--- src/rtl/serial_subtractor_ctrl_if.sv ---
// Operand/result bundle for the bit-serial subtractor.
// Optional zero flag present when SERIAL_SUB_ZERO_FLAG_EN is defined.
interface serial_subtractor_ctrl_if #(
    parameter int WIDTH = 8
);
    logic             start;
    logic [WIDTH-1:0] a;
    logic [WIDTH-1:0] b;
    logic             busy;
    logic             done;
    logic [WIDTH-1:0] diff;
    logic             bout;
`ifdef SERIAL_SUB_ZERO_FLAG_EN
    logic             zero;

    modport master (output start, a, b, input busy, done, diff, bout, zero);
    modport slave  (input start, a, b, output busy, done, diff, bout, zero);
`else
    modport master (output start, a, b, input busy, done, diff, bout);
    modport slave  (input start, a, b, output busy, done, diff, bout);
`endif
endinterface

--- src/rtl/serial_subtractor_ctrl.sv ---
// Bit-serial WIDTH-bit subtractor (a - b), one bit per clock, LSB first.
// Define SERIAL_SUB_ZERO_FLAG_EN to add a registered all-zero result flag.
module serial_subtractor_ctrl #(
    parameter int WIDTH = 8
) (
    input  logic                 clk,
    input  logic                 rst_n,
    serial_subtractor_ctrl_if.slave bus
);
    localparam int IW = (WIDTH > 1) ? $clog2(WIDTH) : 1;
    localparam logic [IW-1:0] LAST_IDX = IW'(WIDTH - 1);

    typedef enum logic [1:0] {
        IDLE = 2'd0,
        RUN  = 2'd1,
        DONE = 2'd2
    } state_t;

    state_t           state_reg;
    logic [WIDTH-1:0] a_reg;
    logic [WIDTH-1:0] b_reg;
    logic [WIDTH-1:0] diff_reg;
    logic [WIDTH-1:0] diff_next;
    logic [IW-1:0]    idx_reg;
    logic             br_reg;
    logic             busy_reg;
    logic             done_reg;
    logic             bout_reg;
    logic             a_bit;
    logic             b_bit;
    logic             d_bit;
    logic             br_next;

    // Single 1-bit full-subtract cell shared across all bit positions
    assign a_bit   = a_reg[idx_reg];
    assign b_bit   = b_reg[idx_reg];
    assign d_bit   = a_bit ^ b_bit ^ br_reg;
    assign br_next = (~a_bit & b_bit) | (~(a_bit ^ b_bit) & br_reg);

    always_comb begin
        diff_next          = diff_reg;
        diff_next[idx_reg] = d_bit;
    end

`ifdef SERIAL_SUB_ZERO_FLAG_EN
    logic zero_reg;
    assign bus.zero = zero_reg;
`endif

    always_ff @(posedge clk or negedge rst_n) begin
        if (!rst_n) begin
            state_reg <= IDLE;
            a_reg     <= '0;
            b_reg     <= '0;
            diff_reg  <= '0;
            idx_reg   <= '0;
            br_reg    <= 1'b0;
            busy_reg  <= 1'b0;
            done_reg  <= 1'b0;
            bout_reg  <= 1'b0;
`ifdef SERIAL_SUB_ZERO_FLAG_EN
            zero_reg  <= 1'b0;
`endif
        end else begin
            done_reg <= 1'b0;
            case (state_reg)
                IDLE: begin
                    if (bus.start) begin
                        a_reg     <= bus.a;
                        b_reg     <= bus.b;
                        br_reg    <= 1'b0;
                        idx_reg   <= '0;
                        diff_reg  <= '0;
                        bout_reg  <= 1'b0;
`ifdef SERIAL_SUB_ZERO_FLAG_EN
                        zero_reg  <= 1'b0;
`endif
                        busy_reg  <= 1'b1;
                        state_reg <= RUN;
                    end
                end
                RUN: begin
                    diff_reg <= diff_next;
                    br_reg   <= br_next;
                    if (idx_reg == LAST_IDX) begin
                        // Last bit: publish the borrow out and hand over to DONE
                        bout_reg  <= br_next;
`ifdef SERIAL_SUB_ZERO_FLAG_EN
                        zero_reg  <= (diff_next == '0);
`endif
                        busy_reg  <= 1'b0;
                        done_reg  <= 1'b1;
                        state_reg <= DONE;
                    end else begin
                        idx_reg <= idx_reg + 1'b1;
                    end
                end
                DONE: begin
                    state_reg <= IDLE;
                end
                default: begin
                    state_reg <= IDLE;
                    busy_reg  <= 1'b0;
                end
            endcase
        end
    end

    assign bus.busy = busy_reg;
    assign bus.done = done_reg;
    assign bus.diff = diff_reg;
    assign bus.bout = bout_reg;

endmodule

--- src/flat_wrapper.sv ---
// flat-port wrapper written by rule: the top's interface ports become plain ports
module serial_subtractor_ctrl_flat 
#(
    parameter int WIDTH = 8
)
  (clk, rst_n, bus_start, bus_a, bus_b, bus_busy, bus_done, bus_diff, bus_bout);
  serial_subtractor_ctrl_if #(.WIDTH(WIDTH)) bus_i ();
  input  logic clk;
  input  logic rst_n;
  input wire logic [$bits(bus_i.start)-1:0] bus_start;
  input wire logic [$bits(bus_i.a)-1:0] bus_a;
  input wire logic [$bits(bus_i.b)-1:0] bus_b;
  output wire logic [$bits(bus_i.busy)-1:0] bus_busy;
  output wire logic [$bits(bus_i.done)-1:0] bus_done;
  output wire logic [$bits(bus_i.diff)-1:0] bus_diff;
  output wire logic [$bits(bus_i.bout)-1:0] bus_bout;
  assign bus_i.start = bus_start;
  assign bus_i.a = bus_a;
  assign bus_i.b = bus_b;
  assign bus_busy = bus_i.busy;
  assign bus_done = bus_i.done;
  assign bus_diff = bus_i.diff;
  assign bus_bout = bus_i.bout;
  serial_subtractor_ctrl #(.WIDTH(WIDTH)) u_core (.clk(clk), .rst_n(rst_n), .bus(bus_i));
endmodule
--- config.mk ---
export PLATFORM = sky130hd
export DESIGN_NAME = serial_subtractor_ctrl_flat
export DESIGN_NICKNAME = d
export VERILOG_FILES = /design/src/rtl/serial_subtractor_ctrl_if.sv /design/src/rtl/serial_subtractor_ctrl.sv /design/src/flat_wrapper.sv
export SDC_FILE = /design/constraint.sdc
export NUM_CORES = 1
export LEC_CHECK = 0
export BUFFER_PORTS_ARGS = -buffer_cell sky130_fd_sc_hd__buf_2
export CAP_MARGIN = 5
export CORE_MARGIN = 2
export CORE_UTILIZATION = 40
export CTS_BUF_LIST = sky130_fd_sc_hd__clkbuf_4 sky130_fd_sc_hd__clkbuf_8
export CTS_CLUSTER_SIZE = 40
export DETAILED_ROUTE_END_ITERATION = 16
export PLACE_DENSITY = 0.61
export SLEW_MARGIN = 10
export SYNTH_ARGS = -nofsm -noshare
export SYNTH_HDL_FRONTEND = slang
export SYNTH_SLANG_ARGS = --single-unit
--- constraint.sdc ---
create_clock -name clk -period 2.6 [get_ports clk]
set_input_delay 0.78 -clock clk [delete_from_list [all_inputs] [get_ports clk]]
set_output_delay 0.78 -clock clk [all_outputs]
set_load 0.03 [all_outputs]
==> results of run 1 <==
## synthesized netlist by cell type (all sizes together)
cell type / count
a22o: 6
fa: 1
a21oi: 4
nand3b: 1
ha: 2
nor2: 2
o22ai: 2
inv: 4
nand3: 2
mux2: 18
nand4: 1
mux2i: 2
mux4: 4
clkbuf: 2
dfrtp: 33
a21o: 1
and2: 2
nor3b: 5
buf: 5
nand2: 4
o21bai: 4
o211ai: 1
o21ai: 2
nand2b: 4
nor2b: 2
a32o: 1
or4: 1
nor3: 2
## path summary, 6_finish.rpt
check,startpoint,end,slack [ps]
worst max-delay path,u_core.idx_reg[0]$_DFFE_PN0P_,u_core.bus.diff[3]$_DFFE_PN0P_,100
worst min-delay path,u_core.bus.diff[0]$_DFFE_PN0P_,u_core.bus.diff[0]$_DFFE_PN0P_,500
worst max register to register,u_core.idx_reg[0]$_DFFE_PN0P_,u_core.bus.diff[3]$_DFFE_PN0P_,100
worst min register to register,u_core.bus.diff[0]$_DFFE_PN0P_,u_core.bus.diff[0]$_DFFE_PN0P_,500
max in group asynchronous,rst_n,u_core.idx_reg[0]$_DFFE_PN0P_,1610
min in group asynchronous,rst_n,u_core.bus.diff[5]$_DFFE_PN0P_,540
## routing by layer
metal | wire length, um | vias up | global-route usage
li1 | - | 507 | -
met1 | 1280 | 520 | 0.183
met2 | 1280 | 40 | 0.219
met3 | 201 | 8 | 0.0659
met4 | 68 | 0 | 0.0663
met5 | 0 | - | 0
## area by class of cell
class,count,share of cell area
Sequential cell,33,0.433
Clock buffer,7,0.0473
Multi-Input combinational cell,74,0.359
Timing Repair Buffer,36,0.106
Clock inverter,1,0.0158
Tap cell,48,0.0315
Inverter,4,0.00788
## power groups by stage
| stage | logic, mW | clock network, mW | registers, mW |
|---|---|---|---|
| 6_report | 1.22 | 0.495 | 0.895 |
| 4_1_cts | 1.18 | 0.510 | 0.894 |
| 3_3_place_gp | 1.14 | 0 | 0.895 |
| 3_5_place_dp | 1.17 | 0 | 0.905 |
| 5_1_grt | 1.35 | 0.528 | 0.930 |
| 2_1_floorplan | 0.863 | 0 | 0.922 |
## kinds of logic (layout without fill, tap and decap cells)
logic type | count (synthesis) | in the layout | synth area share
AOI/OAI and AO/OA | 21 | 21 | 0.0959
adders and majority gates | 3 | 3 | 0.0288
buffers and inverters | 11 | 48 | 0.0416
DFF | 33 | 33 | 0.528
muxes | 24 | 24 | 0.209
and+or+nand+nor | 26 | 26 | 0.0967
## critical path, stage by stage (launching register included)
cell and delay, ps:
dfrtp_1 400, mux4_1 560, mux2_2 300, fa_1 530, nor3b_1 70, buf_4 160
a32o_1 250, a21o_1 140
## what timing repair did
item / CTS / global route
setup endpoints to repair: 0 / 4
setup buffers: 0 / 3
resized for setup: 0 / 2
## per-stage QoR
stage	hold slack, ps	std cells	power, mW
floorplan	449	118	1.79
global placement	485	192	2.03
detailed placement	485	192	2.08
CTS	500	200	2.58
global route	523	203	2.81
finish	498	203	2.61
==> results.txt, run 1 <==
syn nets -> 140
DR pass1 iterations -> 4
CTS root buffer -> clkbuf_8
CTS HTree Levels -> 2
Final Max Tran Viols -> 0
max cap viols -> 0
initial core utilization -> 0.421
Reg clk slew, reported paths -> 70 ps
die width -> 66.6 um
worst IR drop on VDD -> 0.000627 V
fin crit period -> 2500 ps
ant diodes -> 0
synthesized instance count -> 118
Filler cells -> 342
Die Height -> 66.6 um
CTS Hold Bufs -> 0
Overall Global Routing Usage -> 0.147
Layout area overhead -> 21.7%
Synth top area share -> 0.528
drt initial violations -> 60
Worst-Margin Slew -> 698 ps
Hold Vio Cnt, Final -> 0
Comb pwr share -> 0.468
Seq cells post-synth -> 33
# setup viols final -> 0
run status -> finished clean
Post-DP HPWL -> 2040 um
multi-input logic area -> 683 um2
Setup WS pre-CTS -> 55.5 ps
io pins -> 30
gpl congestion -> 0.824
Setup Skew -> 8.49 ps
CORE AREA -> 3720 um2
FF+latch area -> 826 um2
Setup crit start kind -> register
Clock Tree Buf Depth -> 2
Worst Hold Class -> reg2reg
Lkg Pwr -> 0.887 nW
Synth cell types -> 31
Synth Cell Area -> 1570 um2
Crit Path Class -> reg2reg
switch share -> 0.349
commonest non-fill, non-tap cells in the layout -> dfrtp_1, buf_2, mux2_2
Vias per Instance -> 5.30
initial antenna violation count -> 0
vias in the first global route -> 1039
Sw Pwr -> 0.913 mW
Pwr Density -> 1370 nW/um2
clk_lat worst skew -> 290 ps
cell row count -> 22
sequential group share of total power -> 0.342
sequential fraction of the synthesis area -> 0.528
share of layout cells above drive strength 1 -> 0.406
worst-case reg-to-reg path depth -> 7
Design Area, Final -> 1910 um2
Syn Area/Cell -> 13.3 um2
overall overflow remaining after global route -> 0
DRC Markers -> 0
CP required -> 2780 ps
Clock Sinks -> 33
CP Capture Type -> register
vias -> 1075
Final Worst Setup Slack -> 98.8 ps
Routed WL -> 2840 um
Routed Antenna Nets -> 0
largest area contributor in the netlist -> dfrtp_1
largest net degree at the start of global routing -> 34
routed len/inst -> 14.0 um
port buffer count -> 29
first-pass GRT wire length -> 4750 um
fin crit share -> 0.962
sum of negative setup slack -> 0 ps
placed cell area -> 1760 um2
clock network fraction of total power -> 0.189
maximum fanout along the worst path -> 5
slew margin rel. -> 0.535
Die ar. -> 4430 um2
CTS Buf Count -> 5
endpoint arrival time on the critical path -> 2680 ps
Synth area leaders -> dfrtp_1, mux2_2, mux4_1
commonest non-fill, non-tap cell in the layout -> dfrtp_1
Power Internal -> 1.70 mW
final core occ -> 0.513
Hold Path Stages -> 1
Final Net Count -> 176
TritonCTS clock tree -> yes
Peak Freq -> 400 MHz
Synth warnings -> 0
Power figures use the tool's default switching activity.
==> inputs of run 2 (changes only) <==
- REMOVE_ABC_BUFFERS: not set -> 1
==> results.txt, run 2 (synthesis results as in run 1) <==
first-pass GRT wire length -> 4620 um (was 4750 um)
port buffer count -> 29 (unchanged)
worst r2r dst -> u_core.bus.diff[3]$_DFFE_PN0P_ (unchanged)
CP Capture Type -> register (unchanged)
placed cells -> 194 (was 192)
Final Max Tran Viols -> 0 (unchanged)
Worst Hold End -> u_core.bus.diff[2]$_DFFE_PN0P_ (was u_core.bus.diff[0]$_DFFE_PN0P_)
Die ar. -> 4430 um2 (unchanged)
fin crit share -> 0.964 (was 0.962)
Routed Antenna Nets -> 0 (unchanged)
Filler cells -> 342 (unchanged)
share of layout cells above drive strength 1 -> 0.399 (was 0.406)
# setup viols final -> 0 (unchanged)
Lkg Pwr -> 0.867 nW (was 0.887 nW)
CTS HTree Levels -> 2 (unchanged)
Final Net Count -> 175 (was 176)
initial antenna violation count -> 0 (unchanged)
gpl congestion -> 0.755 (was 0.824)
Pwr Density -> 1330 nW/um2 (was 1370 nW/um2)
Hold Vio Cnt, Final -> 0 (unchanged)
die width -> 66.6 um (unchanged)
worst IR drop on VDD -> 0.000501 V (was 0.000627 V)
Setup crit start kind -> register (unchanged)
CP required -> 2770 ps (was 2780 ps)
maximum fanout along the worst path -> 5 (unchanged)
slew margin rel. -> 0.526 (was 0.535)
unrepaired setup endpoints after global routing -> no
Post-DP HPWL -> 2090 um (was 2040 um)
worst-case reg-to-reg path depth -> 7 (unchanged)
FF+latch area -> 826 um2 (unchanged)
CTS Hold Bufs -> 0 (unchanged)
largest net degree at the start of global routing -> 34 (unchanged)
Final Worst Setup Slack -> 92.7 ps (was 98.8 ps)
Setup WS pre-CTS -> 102 ps (was 55.5 ps)
clk_lat worst skew -> 280 ps (was 290 ps)
DR pass1 iterations -> 4 (unchanged)
overall overflow remaining after global route -> 0 (unchanged)
endpoint arrival time on the critical path -> 2670 ps (was 2680 ps)
run status -> finished clean (unchanged)
Vias per Instance -> 5.30 (about the same)
Overall Global Routing Usage -> 0.140 (was 0.147)
DRC Markers -> 0 (unchanged)
Worst-Margin Slew -> 711 ps (was 698 ps)
Die Height -> 66.6 um (unchanged)
vias in the first global route -> 999 (was 1039)
routed len/inst -> 14.1 um (was 14.0 um)
multi-input logic area -> 683 um2 (unchanged)
R2R setup slack -> 90 ps (was 100 ps)
io pins -> 30 (unchanged)
Hold Path Stages -> 1 (unchanged)
CORE AREA -> 3720 um2 (unchanged)
CTS root buffer -> clkbuf_8 (unchanged)
vias -> 1065 (was 1075)
Reg clk slew, reported paths -> 60 ps (was 70 ps)
hold slack -> 497 ps (was 498 ps)
Peak Freq -> 399 MHz (was 400 MHz)
Layout area overhead -> 19.1% (was 21.7%)
Clock Tree Buf Depth -> 2 (unchanged)
Routed WL -> 2830 um (was 2840 um)
CTS Buf Count -> 5 (unchanged)
Setup Skew -> 7.01 ps (was 8.49 ps)
Non-Filler Instances -> 201 (was 203)
commonest non-fill, non-tap cells in the layout -> dfrtp_1, buf_2, mux2_2 (unchanged)
cell row count -> 22 (unchanged)
fin crit period -> 2510 ps (was 2500 ps)
drt initial violations -> 42 (was 60)
TritonCTS clock tree -> yes (unchanged)
max cap viols -> 0 (unchanged)
Worst Hold Class -> reg2reg (unchanged)
worst r2r src -> u_core.idx_reg[0]$_DFFE_PN0P_ (unchanged)
commonest non-fill, non-tap cell in the layout -> dfrtp_1 (unchanged)
ant diodes -> 0 (unchanged)
final core occ -> 0.502 (was 0.513)
Clock Sinks -> 33 (unchanged)
initial core utilization -> 0.421 (unchanged)
Crit Path Class -> reg2reg (unchanged)
hold path startpoint -> u_core.bus.diff[2]$_DFFE_PN0P_ (was u_core.bus.diff[0]$_DFFE_PN0P_)
[run 2: cell types whose count changed in the layout (fill, tap and decap cells not counted), sizes merged]
cell	change
buf	-1
bufinv	-1
[run 2: layer usage]
metal	track usage	wire, um	up-vias
met4	0.0383	0	0
met3	0.0557	164	0
met2	0.224	1420	32
met5	0	0	-
li1	-	-	506
met1	0.176	1240	527
[run 2: area by class of cell]
type / instances / share of cell area
clock buffers: 7 / 0.0483
repair buffers: 35 / 0.102
well taps: 48 / 0.0322
inverters: 4 / 0.00805
flip-flops and latches: 33 / 0.443
multi-input cells: 74 / 0.366
[run 2: repair_timing]
item	in CTS	in global routing
setup buffers	0	0
endpoints found under the setup margin	0	2
gates resized for setup	0	1
[run 2: report_power, final]
group | internal (mW) | total, mW | switching (mW) | leakage, nW
Combinational | 0.624 | 1.19 | 0.568 | 0.412
Sequential | 0.737 | 0.904 | 0.167 | 0.407
Clock | 0.220 | 0.390 | 0.169 | 0.0477
[run 2: metrics by stage]
step | area, um2 | setup TNS (ps) | power (mW)
after floorplan | 1520 | -1770 | 1.73
after global placement | 1770 | 0 | 2.05
after detailed placement | 1770 | 0 | 2.09
after CTS | 1860 | 0 | 2.50
after global routing | 1860 | 0 | 2.67
final | 1860 | 0 | 2.49
[run 2: worst max-delay path by stage]
stage                                  startpoint                             end  slack, ps  cells after the start
floorplan                               bus_start   u_core.idx_reg[0]$_DFFE_PN0P_       -210                      3
finish              u_core.idx_reg[0]$_DFFE_PN0P_  u_core.bus.diff[3]$_DFFE_PN0P_         90                      7
global route        u_core.idx_reg[0]$_DFFE_PN0P_  u_core.bus.diff[3]$_DFFE_PN0P_          7                      7
CTS                 u_core.idx_reg[0]$_DFFE_PN0P_  u_core.bus.diff[3]$_DFFE_PN0P_         80                      7
detailed placement  u_core.idx_reg[0]$_DFFE_PN0P_  u_core.bus.diff[3]$_DFFE_PN0P_        100                      7
global placement    u_core.idx_reg[0]$_DFFE_PN0P_  u_core.bus.diff[3]$_DFFE_PN0P_        140                      7
[run 2: critical path, stage by stage, from the launching register on]
cell and delay [ps]:
dfrtp_1 390, mux4_1 560, mux2_2 290, fa_1 550, nor3b_1 60, buf_4 160, a32o_1 250, a21o_1 140
==> inputs of run 3 (changes only) <==
- CTS_BUF_LIST: sky130_fd_sc_hd__clkbuf_4 sky130_fd_sc_hd__clkbuf_8 -> not set
==> results.txt, run 3 (synthesis results as in run 1) <==
CTS Buf Count -> 5 (unchanged)
routed len/inst -> 14.1 um (about the same)
sum of negative setup slack -> 0 ps (unchanged)
Overall Global Routing Usage -> 0.140 (unchanged)
CTS Hold Bufs -> 0 (unchanged)
Routed WL -> 2830 um (about the same)
max cap viols -> 0 (unchanged)
Critical-path top delay cell -> mux4_1 (unchanged)
slew margin rel. -> 0.526 (about the same)
gpl congestion -> 0.755 (unchanged)
multi-input logic area -> 683 um2 (unchanged)
Clock Tree Buf Depth -> 2 (unchanged)
port buffer count -> 29 (unchanged)
Die ar. -> 4430 um2 (unchanged)
fin crit share -> 0.964 (about the same)
ant diodes -> 0 (unchanged)
worst IR drop on VDD -> 0.000500 V (was 0.000501 V)
unrepaired setup endpoints after global routing -> no (unchanged)
Layout area overhead -> 18.9% (was 19.1%)
Crit Path Class -> reg2reg (unchanged)
TritonCTS clock tree -> yes (unchanged)
endpoint arrival time on the critical path -> 2670 ps (about the same)
drt initial violations -> 42 (unchanged)
Levels on crit path -> 7 (unchanged)
Pwr Density -> 1330 nW/um2 (about the same)
Lkg Pwr -> 0.864 nW (was 0.867 nW)
Final Worst Setup Slack -> 92.8 ps (was 92.7 ps)
initial antenna violation count -> 0 (unchanged)
CTS HTree Levels -> 2 (unchanged)
first-pass GRT wire length -> 4620 um (unchanged)
commonest non-fill, non-tap cell in the layout -> dfrtp_1 (unchanged)
Post-DP HPWL -> 2090 um (unchanged)
Peak Freq -> 399 MHz (about the same)
Worst-Margin Slew -> 711 ps (about the same)
Post-CTS Setup Inserts -> 0 (unchanged)
commonest non-fill, non-tap cells in the layout -> dfrtp_1, buf_2, mux2_2 (unchanged)
Final Max Tran Viols -> 0 (unchanged)
CP Capture Type -> register (unchanged)
Routed Antenna Nets -> 0 (unchanged)
# setup viols final -> 0 (unchanged)
hold slack -> 497 ps (about the same)
Critical Path Max Stage Delay -> 560 ps (about the same)
Setup Skew -> 7.01 ps (about the same)
Setup crit start kind -> register (unchanged)
share of layout cells above drive strength 1 -> 0.392 (was 0.399)
final core occ -> 0.501 (was 0.502)
initial core utilization -> 0.421 (unchanged)
largest net degree at the start of global routing -> 34 (unchanged)
delay-heaviest family, CP -> multiplexers (unchanged)
DR pass1 iterations -> 4 (unchanged)
vias -> 1062 (was 1065)
FF+latch area -> 826 um2 (unchanged)
worst-case reg-to-reg path depth -> 7 (unchanged)
overall overflow remaining after global route -> 0 (unchanged)
Worst Hold Class -> reg2reg (unchanged)
Hold Path Stages -> 1 (unchanged)
CORE AREA -> 3720 um2 (unchanged)
DRC Markers -> 0 (unchanged)
Reg clk slew, reported paths -> 60 ps (about the same)
Final Net Count -> 175 (unchanged)
clk_lat worst skew -> 280 ps (about the same)
Total Power -> 2.48 mW (was 2.49 mW)
Hold Vio Cnt, Final -> 0 (unchanged)
Vias per Instance -> 5.28 (was 5.30)
CTS root buffer -> clkbuf_8 (unchanged)
fin crit period -> 2510 ps (about the same)
CP bufs+invs -> 1 (unchanged)
CP Cell Sequence -> mux4_1 -> mux2_2 -> fa_1 -> nor3b_1 -> buf_4 -> a32o_1 -> a21o_1 (unchanged)
io pins -> 30 (unchanged)
Resize count post-CTS -> 0 (unchanged)
cell row count -> 22 (unchanged)
Setup WS pre-CTS -> 102 ps (unchanged)
CP required -> 2770 ps (about the same)
Die Height -> 66.6 um (unchanged)
vias in the first global route -> 999 (unchanged)
Filler cells -> 342 (unchanged)
run status -> finished clean (unchanged)
maximum fanout along the worst path -> 5 (unchanged)
die width -> 66.6 um (unchanged)
Clock Sinks -> 33 (unchanged)
-- run 3: cell counts in the layout (fill, tap and decap cells not counted) --
No cell type changed its count.
-- run 3: worst reg2reg max path: cells and delay by family, from the launching register on --
family          cells  cell delay (ps)
compound gates      2              390
fa+ha+maj           1              550
buf+inv             1              160
flops               1              380
mux                 2              850
simple gates        1               60
-- run 3: layout make-up --
type	instances	area share
Sequential cell	33	0.444
Multi-Input combinational cell	74	0.367
Clock buffer	7	0.0464
Tap cell	48	0.0323
Inverter	4	0.00807
Timing Repair Buffer	35	0.102
-- run 3: through the flow --
step                      std cells  area [um2]
after CTS                       201        1860
after global placement          194        1770
after detailed placement        194        1770
after floorplan                 111        1520
after global routing            201        1860
final                           201        1860
-- run 3: path summary, 6_finish.rpt --
path                                           startpoint                               to  slack, ps
max reg2reg                 u_core.idx_reg[0]$_DFFE_PN0P_   u_core.bus.diff[3]$_DFFE_PN0P_         90
min in group asynchronous                           rst_n  u_core.state_reg[1]$_DFFE_PN0P_        550
min reg2reg                u_core.bus.diff[2]$_DFFE_PN0P_   u_core.bus.diff[2]$_DFFE_PN0P_        500
max                         u_core.idx_reg[0]$_DFFE_PN0P_   u_core.bus.diff[3]$_DFFE_PN0P_         90
max in group asynchronous                           rst_n      u_core.a_reg[0]$_DFFE_PN0P_       1590
min                        u_core.bus.diff[2]$_DFFE_PN0P_   u_core.bus.diff[2]$_DFFE_PN0P_        500
-- run 3: where the power goes --
part           switching (mW)  internal, mW  leakage (nW)
registers               0.167         0.737         0.407
logic                   0.569         0.624         0.412
clock network           0.169         0.210        0.0443
total                   0.905          1.57         0.864
-- run 3: layer usage --
| layer | vias up | global-route usage | wire length, um |
|---|---|---|---|
| met5 | - | 0 | 0 |
| met4 | 0 | 0.0383 | 0 |
| met3 | 0 | 0.0557 | 162 |
| met2 | 31 | 0.224 | 1430 |
| met1 | 525 | 0.176 | 1250 |
| li1 | 506 | - | - |
